`src/rtl/io_port_bridge.sv`:
```
// Device-side IN/OUT port bridge: OUT FIFO drained over valid/ready, IN holding register.
// Define IO_PORT_BRIDGE_LOOPBACK_EN to add a loopback input routing the FIFO into the IN register.
module io_port_bridge #(
    parameter int DATA_W    = 32,
    parameter int OUT_DEPTH = 8,
    parameter int CNT_W     = $clog2(OUT_DEPTH) + 1
) (
    input  logic              Clock,
    input  logic              Reset,
`ifdef IO_PORT_BRIDGE_LOOPBACK_EN
    input  logic              loopback,
`endif
    input  logic              OutPortin,
    input  logic [DATA_W-1:0] BusMuxOut,
    input  logic              InPortout,
    output logic [DATA_W-1:0] InPortData,
    output logic [DATA_W-1:0] dev_out_data,
    output logic              dev_out_valid,
    input  logic              dev_out_ready,
    input  logic [DATA_W-1:0] dev_in_data,
    input  logic              dev_in_valid,
    output logic              dev_in_ready,
    output logic              in_avail,
    output logic [CNT_W-1:0]  out_count,
    output logic              out_overflow,
    output logic              in_underrun
);

    localparam int PTR_W = $clog2(OUT_DEPTH);

    logic [DATA_W-1:0] mem [OUT_DEPTH];
    logic [PTR_W-1:0]  wr_ptr;
    logic [PTR_W-1:0]  rd_ptr;
    logic [CNT_W-1:0]  count;
    logic [DATA_W-1:0] hold;
    logic              avail;
    logic              ovf;
    logic              und;
    logic              out_prev;
    logic              in_prev;

    logic              lb;
    logic              not_empty;
    logic              full;
    logic              push;
    logic              pop;
    logic              wr_en;
    logic              in_free;
    logic              cap;
    logic [DATA_W-1:0] cap_data;

`ifdef IO_PORT_BRIDGE_LOOPBACK_EN
    assign lb = loopback;
`else
    assign lb = 1'b0;
`endif

    always_comb begin
        not_empty = (count != '0);
        full      = (count == CNT_W'(OUT_DEPTH));
        push      = OutPortin && !out_prev;
        in_free   = !avail && !InPortout;
        pop       = not_empty && (lb ? in_free : dev_out_ready);
        // A push into a full FIFO still fits when the head leaves on the same edge
        wr_en     = push && (!full || pop);
        cap       = lb ? pop : (dev_in_valid && in_free);
        cap_data  = lb ? mem[rd_ptr] : dev_in_data;
    end

    assign dev_out_data  = mem[rd_ptr];
    assign dev_out_valid = not_empty && !lb;
    assign dev_in_ready  = in_free && !lb;
    assign InPortData    = hold;
    assign in_avail      = avail;
    assign out_count     = count;
    assign out_overflow  = ovf;
    assign in_underrun   = und;

    always_ff @(posedge Clock) begin
        if (!Reset && wr_en) begin
            mem[wr_ptr] <= BusMuxOut;
        end
    end

    always_ff @(posedge Clock) begin
        if (Reset) begin
            wr_ptr   <= '0;
            rd_ptr   <= '0;
            count    <= '0;
            hold     <= '0;
            avail    <= 1'b0;
            ovf      <= 1'b0;
            und      <= 1'b0;
            // Strobes held across reset release must not fire
            out_prev <= 1'b1;
            in_prev  <= 1'b1;
        end else begin
            out_prev <= OutPortin;
            in_prev  <= InPortout;
            if (wr_en) begin
                wr_ptr <= wr_ptr + 1'b1;
            end
            if (pop) begin
                rd_ptr <= rd_ptr + 1'b1;
            end
            if (wr_en && !pop) begin
                count <= count + 1'b1;
            end else if (!wr_en && pop) begin
                count <= count - 1'b1;
            end
            if (push && !wr_en) begin
                ovf <= 1'b1;
            end
            if (InPortout && !in_prev && !avail) begin
                und <= 1'b1;
            end
            // A capture can only coincide with a read fall when nothing was held
            if (cap) begin
                hold  <= cap_data;
                avail <= 1'b1;
            end else if (!InPortout && in_prev) begin
                avail <= 1'b0;
            end
        end
    end

endmodule

```
`config.mk`:
```
export PLATFORM = sky130hd
export DESIGN_NAME = io_port_bridge
export DESIGN_NICKNAME = d
export VERILOG_FILES = /design/src/rtl/io_port_bridge.sv
export SDC_FILE = /design/constraint.sdc
export NUM_CORES = 1
export LEC_CHECK = 0
export ABC_AREA = 1
export BUFFER_PORTS_ARGS = -buffer_cell sky130_fd_sc_hd__buf_2
export CORE_AREA = 5 5 147 149
export DETAILED_ROUTE_END_ITERATION = 10
export DIE_AREA = 0 0 152 154
export PLACE_DENSITY = 0.83
export SYNTH_ARGS = -nofsm -noshare
export SYNTH_HDL_FRONTEND = slang
export SYNTH_SLANG_ARGS = --single-unit
```
`constraint.sdc`:
```
create_clock -name Clock -period 6.73 [get_ports Clock]
set_clock_uncertainty 0.15 [all_clocks]
set_input_delay 1.346 -clock Clock [delete_from_list [all_inputs] [get_ports Clock]]
set_output_delay 1.346 -clock Clock [all_outputs]
set_load 0.05 [all_outputs]
```
After elaboration in Yosys (flattened, before gate mapping) --
Memory sizes are Yosys's and may differ from the RTL's. A register that Yosys moved wholly into a read port is not among the register bits. Index checks and enable logic that the tools add are counted.
Storage, ports and cells: register bits after elaboration 47, RAM bits 256, input port bits 70, output and inout bits 73, logic and storage cells 47, memories kept 1
Operators by class: add/sub/neg operators 4, eq/ne operators 1, multiplexer cells 8, reduce and logical (&&, ||, !) cells 24
Memories:
- mem | depth 8, width 32, read ports 1, clocked after Yosys merged registers in 1, write ports 1, line 31 | logic [DATA_W-1:0] mem [OUT_DEPTH];
Operator list (number):
- 1-bit logical AND | 12
- 1-bit logical NOT | 8
- 4-bit 2-to-1 mux | 2
- 3-bit by 1-bit adder with 3-bit output (second input constant) | 2
- 3-bit 2-to-1 mux | 2
- 4-bit by 1-bit adder with 4-bit output (second input constant) | 1
- 4-bit == test (second input constant) | 1
- 1-bit 2-to-1 mux | 4
- 2-bit nonzero test | 2
- 4-bit nonzero test | 1
- 4-bit by 1-bit subtractor with 4-bit output (second input constant) | 1
- 1-bit logical OR | 1

Logic depth before layout (Yosys ltp) --
Gate-level depths: netlist of run 1.
word-level depth 8, depth in mapped cells 14, mapped depth without buffers 14

Worst setup path before layout of run 1 --
OpenSTA, ideal clock, no wires.
kind input-to-reg, start input OutPortin, end memory mem[0][0] (enable), setup time 421 ps, arrival 3302 ps, data required time 6159 ps, setup slack 2857 ps, cell stages on the path 5, path buffers 0, path through inv_1 -> nor2_1 -> nand2_1 -> or2_1 -> nor2_1
Between the ends: word-level cells in the longest chain between the ends 5
RTL lines:
- from (decl) | line 13 | input logic OutPortin,
- 1-bit logical AND | line 61 | push = OutPortin && !out_prev;
- 1-bit logical AND | line 65 | wr_en = push && (!full || pop);
- 1-bit logical AND | line 80 | if (!Reset && wr_en) begin
- 1-bit 2-to-1 mux | line 80
- 1-bit 2-to-1 mux (not written as such) | line 81 | mem[wr_ptr] <= BusMuxOut;
- to (decl) | line 31
No other way between the ends.

==> results.toml, run 1 <==
[run_status]
outcome = "finished, final reports clean"

[grt]
antenna_found_initial = 2
grt_first_pass_wirelength_mm = 41.44
grt_pass1_vias = 8183
track_usage_pct = 21.63
grt_max_degree = 89
grt_overflow = 0

[placed_design]
dp_slack_ns = 2.467
place_congestion = 0.8077
dp_hpwl_mm = 13.94
portBuffers = 142

[timing]
min_period_ns = 4.709
fin_crit_sh_pct = 69.97
layout_setup_ws_ns = 2.021
tightest_slew_ns = 1.235
clock.fmax_mhz = 212.4
hold_viol = 0
max_slew_margin_pct = 17.50
tns_ns = 0
slew_violations = 0
rsz0062_at_grt = "no"
setup_viol = 0

[drt]
routedWlPerCell_microns = 16.99
detail-route-antenna-nets = 0
drtPass1Iterations = 5
via_per_inst = 5.412
finalWirelength_mm = 25.84
drt_iter0_markers = 751
route.detailed.drc = 0
vias = 8231

[cts]
cts_sinks = 306
clockBufferDepth = 3
holdBufCountCts = 0
htree_num_levels = 1
insertion_delay_ns = 0.53
cts.clk_slew.worst_paths_ns = 0.06
ctsResizeCount = 0
cts_tree = "yes"
cts-buffers-inserted = 29
cts-root-buf = "clkbuf_16"
post_cts_buffers = 0

[worst_setup_path]
cp.arrival_ns = 3.21
critPathTopFamily = "buffers and inverters"
critPathMostFrequentCell = "nand2_1"
path_buf_inv = 3
cp_cell_sequence = "inv_2 -> buf_4 -> o21ai_0 -> nand2_1 -> nand2_1 -> nand2_1 -> buf_2"
start_kind = "flip-flop"
cp_slowest_stage_delay_ns = 0.71
cp_slowest_cell = "buf_4"
setup.worst_path.end_class = "primary output"
critical_path_class = "reg2out"
crit_fanout = 88
critPathRequiredTime_ns = 5.23

[synth]
synth_ff_type = "edfxtp_1"
synth_nets = 1186
avgSynthCellArea_sq_um = 10.98
yosys_warnings = 0
synth_cell_types = 27
synth-async-reset-ratio_pct = 0
ys_ff_latch = 306
yosysSeqAreaShare_pct = 71.28
synth_area_sq_um = 12190
synthCells = 1110
synth-edff-count = 256

[cells_and_area]
layout_common_cells = "nor2_1, edfxtp_1, nand2_1, o21ai_0, buf_2"
drive_gt1_share_pct = 16.15
num_antenna_cells = 0
layout_commonest_cell = "nor2_1"
area_growth_pct = 13.76
layout.nets = 1306

[die]
initial_core_util_pct = 60.83
fp-row-count = 52
die_w_microns = 152
io_pins = 143
die_area_sq_um = 23410
core_sq_um = 20040
die_y_microns = 154

[worst_hold_path]
min_path_type = "reg2reg"

[pwr]
p_comb_share_pct = 29.9
p_clk_share_pct = 29.4
p_leak_uw = 0.005366
cellPowerDensity_nw_per_um2 = 381.8
p_sw_uw = 1908
netSwitchingFraction_pct = 36.04
seqPwrFrac_pct = 40.8
vdd_ir_drop_max_uv = 285.0
p_int_uw = 3387

[job]
drv_cap = 0
sequential cells by signal (all words and copies together), names as in the netlist, named ones only:
register      cells
InPortData       32
in_avail          1
in_prev           1
in_underrun       1
mem             256
out_count         4
out_overflow      1
out_prev          1
rd_ptr            3
wr_ptr            3
cell type report:
cell class | count | area [sq um]
clock buffer | 43 | 808.3
clock inverter | 9 | 95.09
fill | 1419 | 6172
inverter | 20 | 75.07
multi-input combinational | 725 | 3102
sequential | 306 | 8693
tap | 270 | 337.8
timing repair buffer | 148 | 755.7
logic make-up (layout without fill, tap and decap cells):
group           Yosys count  after routing  share of synthesized area, %
xor+xnor                  3              3                        0.2156
fa+ha+maj                 6              6                        0.6775
simple gates            545            545                         17.02
buf+inv                  79            220                         3.767
compound gates          171            171                         7.042
flops                   306            306                         71.28
per-layer routing:
metal  vias up  global-route usage [%]  wire, microns
li1       3977                       -              -
met1      3846                   27.96          10330
met2       365                   38.12          12880
met3        39                   4.272           2221
met4         4                   5.094            384
met5         -                       0             27
synth_stat cells (all sizes together), types with 2 or more instances:
cell type	count	area share, %
edfxtp	256	63
buf	41	2.5
clkbuf	18	0.63
xor2	3	0.22
nand3	9	0.37
nand2	184	5.7
o21ai	164	6.7
dfxtp	50	8.2
or2	2	0.10
a21oi	6	0.25
ha	5	0.51
inv	20	0.62
nor2	347	11
power by group through the flow:
stage               Combinational (uW)  Sequential (uW)  Clock, uW
floorplan                         1210             2250          0
global placement                  1530             2200          0
detailed placement                1570             2200          0
CTS                               1580             2160       1570
global route                      1740             2160       1650
finish                            1580             2160       1550
worst paths after layout:
| check | from | to | slack (ns) | cells past startpoint |
|---|---|---|---|---|
| worst max register to register | out_count[0]$_SDFFE_PP0P_ | mem[2][16]$_DFFE_PP_ | 4.02 | 5 |
| worst max-delay path | flip-flop | dev_out_data[9] | 2.02 | 7 |
| worst min register to register | out_overflow$_SDFFE_PP0P_ | out_overflow$_SDFFE_PP0P_ | 0.31 | 2 |
| worst min-delay path | out_overflow$_SDFFE_PP0P_ | out_overflow$_SDFFE_PP0P_ | 0.31 | 2 |
worst min-delay path: stages (launching register included):
cell	delay, ns
dfxtp_1	0.31
inv_1	0.05
a21oi_1	0.05
stage by stage:
step                      total power [uW]  hold WS [ns]  util (%)  cell area (sq um)  instances
after floorplan                       3453        0.3160         -              12190       1110
after global placement                3728        0.2904     64.69              12960       1469
after detailed placement              3767        0.3000     64.69              12960       1469
after CTS                             5310        0.3095     69.20              13870       1521
after global routing                  5553        0.3303     69.20              13870       1521
final                                 5295        0.3064     69.20              13870       1521
(Power assumes the default switching activity.)
==> run 2, diff against run 1 <==
Settings changed: CORE_AREA 5 5 147 149 to 5 5 151 153, DIE_AREA 0 0 152 154 to 0 0 156 158, PLACE_DENSITY 0.83 to 0.79.
Clock period 6.73 ns to 4.5 ns, I/O delays scaled along.
==> results.toml, run 2 (synthesis gave the netlist of run 1 again) <==
[die]
core_sq_um = 21420
io_pins = 143
initial_core_util_pct = 56.91
die_y_microns = 158
fp-row-count = 54
die_area_sq_um = 24650
die_w_microns = 156

[timing]
slew_violations = 0
tns_ns = 0
clock.fmax_mhz = 239.8
setup_viol = 0
layout_setup_ws_ns = 0.3296
hold_viol = 0
min_period_ns = 4.170
fin_crit_sh_pct = 92.68
whs_ns = 0.3072
tightest_slew_ns = 0.9694
max_slew_margin_pct = 35.30
rsz0062_at_grt = "no"

[cts]
insertion_delay_ns = 0.53
cts-buffers-inserted = 29
htree_num_levels = 1
cts.clk_slew.worst_paths_ns = 0.06
ctsResizeCount = 0
holdBufCountCts = 0
cts_tree = "yes"
clockBufferDepth = 3
cts-root-buf = "clkbuf_16"
cts_sinks = 306
post_cts_buffers = 0

[pwr]
netSwitchingFraction_pct = 35.89
cellPowerDensity_nw_per_um2 = 566.2
seqPwrFrac_pct = 40.7
p_int_uw = 5079
p_sw_uw = 2843
p_comb_share_pct = 30.1
p_leak_uw = 0.005431
vdd_ir_drop_max_uv = 317.8
p_clk_share_pct = 29.2

[placed_design]
dp_hpwl_mm = 14.97
dp.cells = 1489
dp_slack_ns = 0.9751
place_area_sq_um = 13080
portBuffers = 142
place_congestion = 0.7788

[drt]
via_per_inst = 5.337
vias = 8240
drtPass1Iterations = 5
drt_iter0_markers = 607
finalWirelength_mm = 26.34
routedWlPerCell_microns = 17.06
detail-route-antenna-nets = 0
route.detailed.drc = 0

[job]
drv_cap = 0

[run_status]
outcome = "finished, final reports clean"

[cells_and_area]
area_growth_pct = 14.80
fillers = 1553
postLayoutCellArea_sq_um = 13990
instances_no_fill = 1544
top_register = "mem"
layout_commonest_cell = "nor2_1"
drive_gt1_share_pct = 16.72
largest_reg_flops = 256
layout.nets = 1316
layout_common_cells = "nor2_1, edfxtp_1, nand2_1, o21ai_0, buf_2"

[worst_setup_path]
cp_slowest_stage_delay_ns = 0.79
cp_slowest_cell = "buf_4"
cp.arrival_ns = 3.12
cp_cell_sequence = "inv_2 -> buf_4 -> o21ai_0 -> nand2_1 -> nand2_1 -> nand2_1 -> buf_2"
setup.worst_path.end_class = "primary output"
r2r-start = "out_count[0]$_SDFFE_PP0P_"
critPathMostFrequentCell = "nand2_1"
start_kind = "flip-flop"
critical_path_class = "reg2out"
critPathRequiredTime_ns = 3.45
crit_fanout = 104

[grt]
track_usage_pct = 21.23
grt_pass1_vias = 8060
grt_overflow = 0
grt_first_pass_wirelength_mm = 41.52
grt_max_degree = 105
antenna_found_initial = 3

[worst_hold_path]
min_path_type = "reg2reg"
hold_path_startpoint = "out_overflow$_SDFFE_PP0P_"
## run 2: cell types whose count changed in the layout (fill, tap and decap cells not counted), sizes merged
cell      change
buf          +10
clkinv        +3
diode         +2
clkbuf        -1
clkinvlp      -1
## run 2: cell type report
cell class	count	area (sq um)	area share, %
well taps	280	350.3	2.504
clock inverters	11	97.59	0.6974
flip-flops and latches	306	8693	62.12
repair buffers	158	855.8	6.116
multi-input cells	725	3102	22.17
inverters	20	75.07	0.5365
clock buffers	42	814.5	5.821
diodes	2	5.005	0.03577
## run 2: path summary, 6_finish.rpt
check                                    to  slack [ns]  cells after the start
setup / recovery            dev_out_data[8]        0.33                      7
hold / removal    out_overflow$_SDFFE_PP0P_        0.31                      2
setup reg to reg       mem[5][21]$_DFFE_PP_        1.93                      5
hold reg to reg   out_overflow$_SDFFE_PP0P_        0.31                      2
## run 2: per-layer routing
metal / wire length (microns) / global-route usage (%)
met4: 565 / 5.836
met1: 10610 / 27.68
met2: 12990 / 36.48
met3: 2160 / 4.483
met5: 13 / 0
## run 2: power groups by stage
stage | Clock [uW] | Sequential, uW | Combinational, uW
finish | 2310 | 3230 | 2380
floorplan | 0 | 3360 | 1800
CTS | 2350 | 3220 | 2390
global route | 2480 | 3240 | 2630
global placement | 0 | 3280 | 2320
detailed placement | 0 | 3280 | 2370
## run 2: per-stage QoR
step	utilization (%)	power, uW
2_1_floorplan	-	5164
3_3_place_gp	61.05	5601
3_5_place_dp	61.05	5654
4_1_cts	65.31	7967
5_1_grt	65.33	8340
6_report	65.33	7923
## run 2: worst max-delay path: cells and delay by family (launching register included)
kind / cells / cell delay (ns)
AO/OA/AOI/OAI: 1 / 0.28
AND/OR/NAND/NOR: 3 / 0.34
flip-flops: 1 / 0.51
buffers and inverters: 3 / 1.43
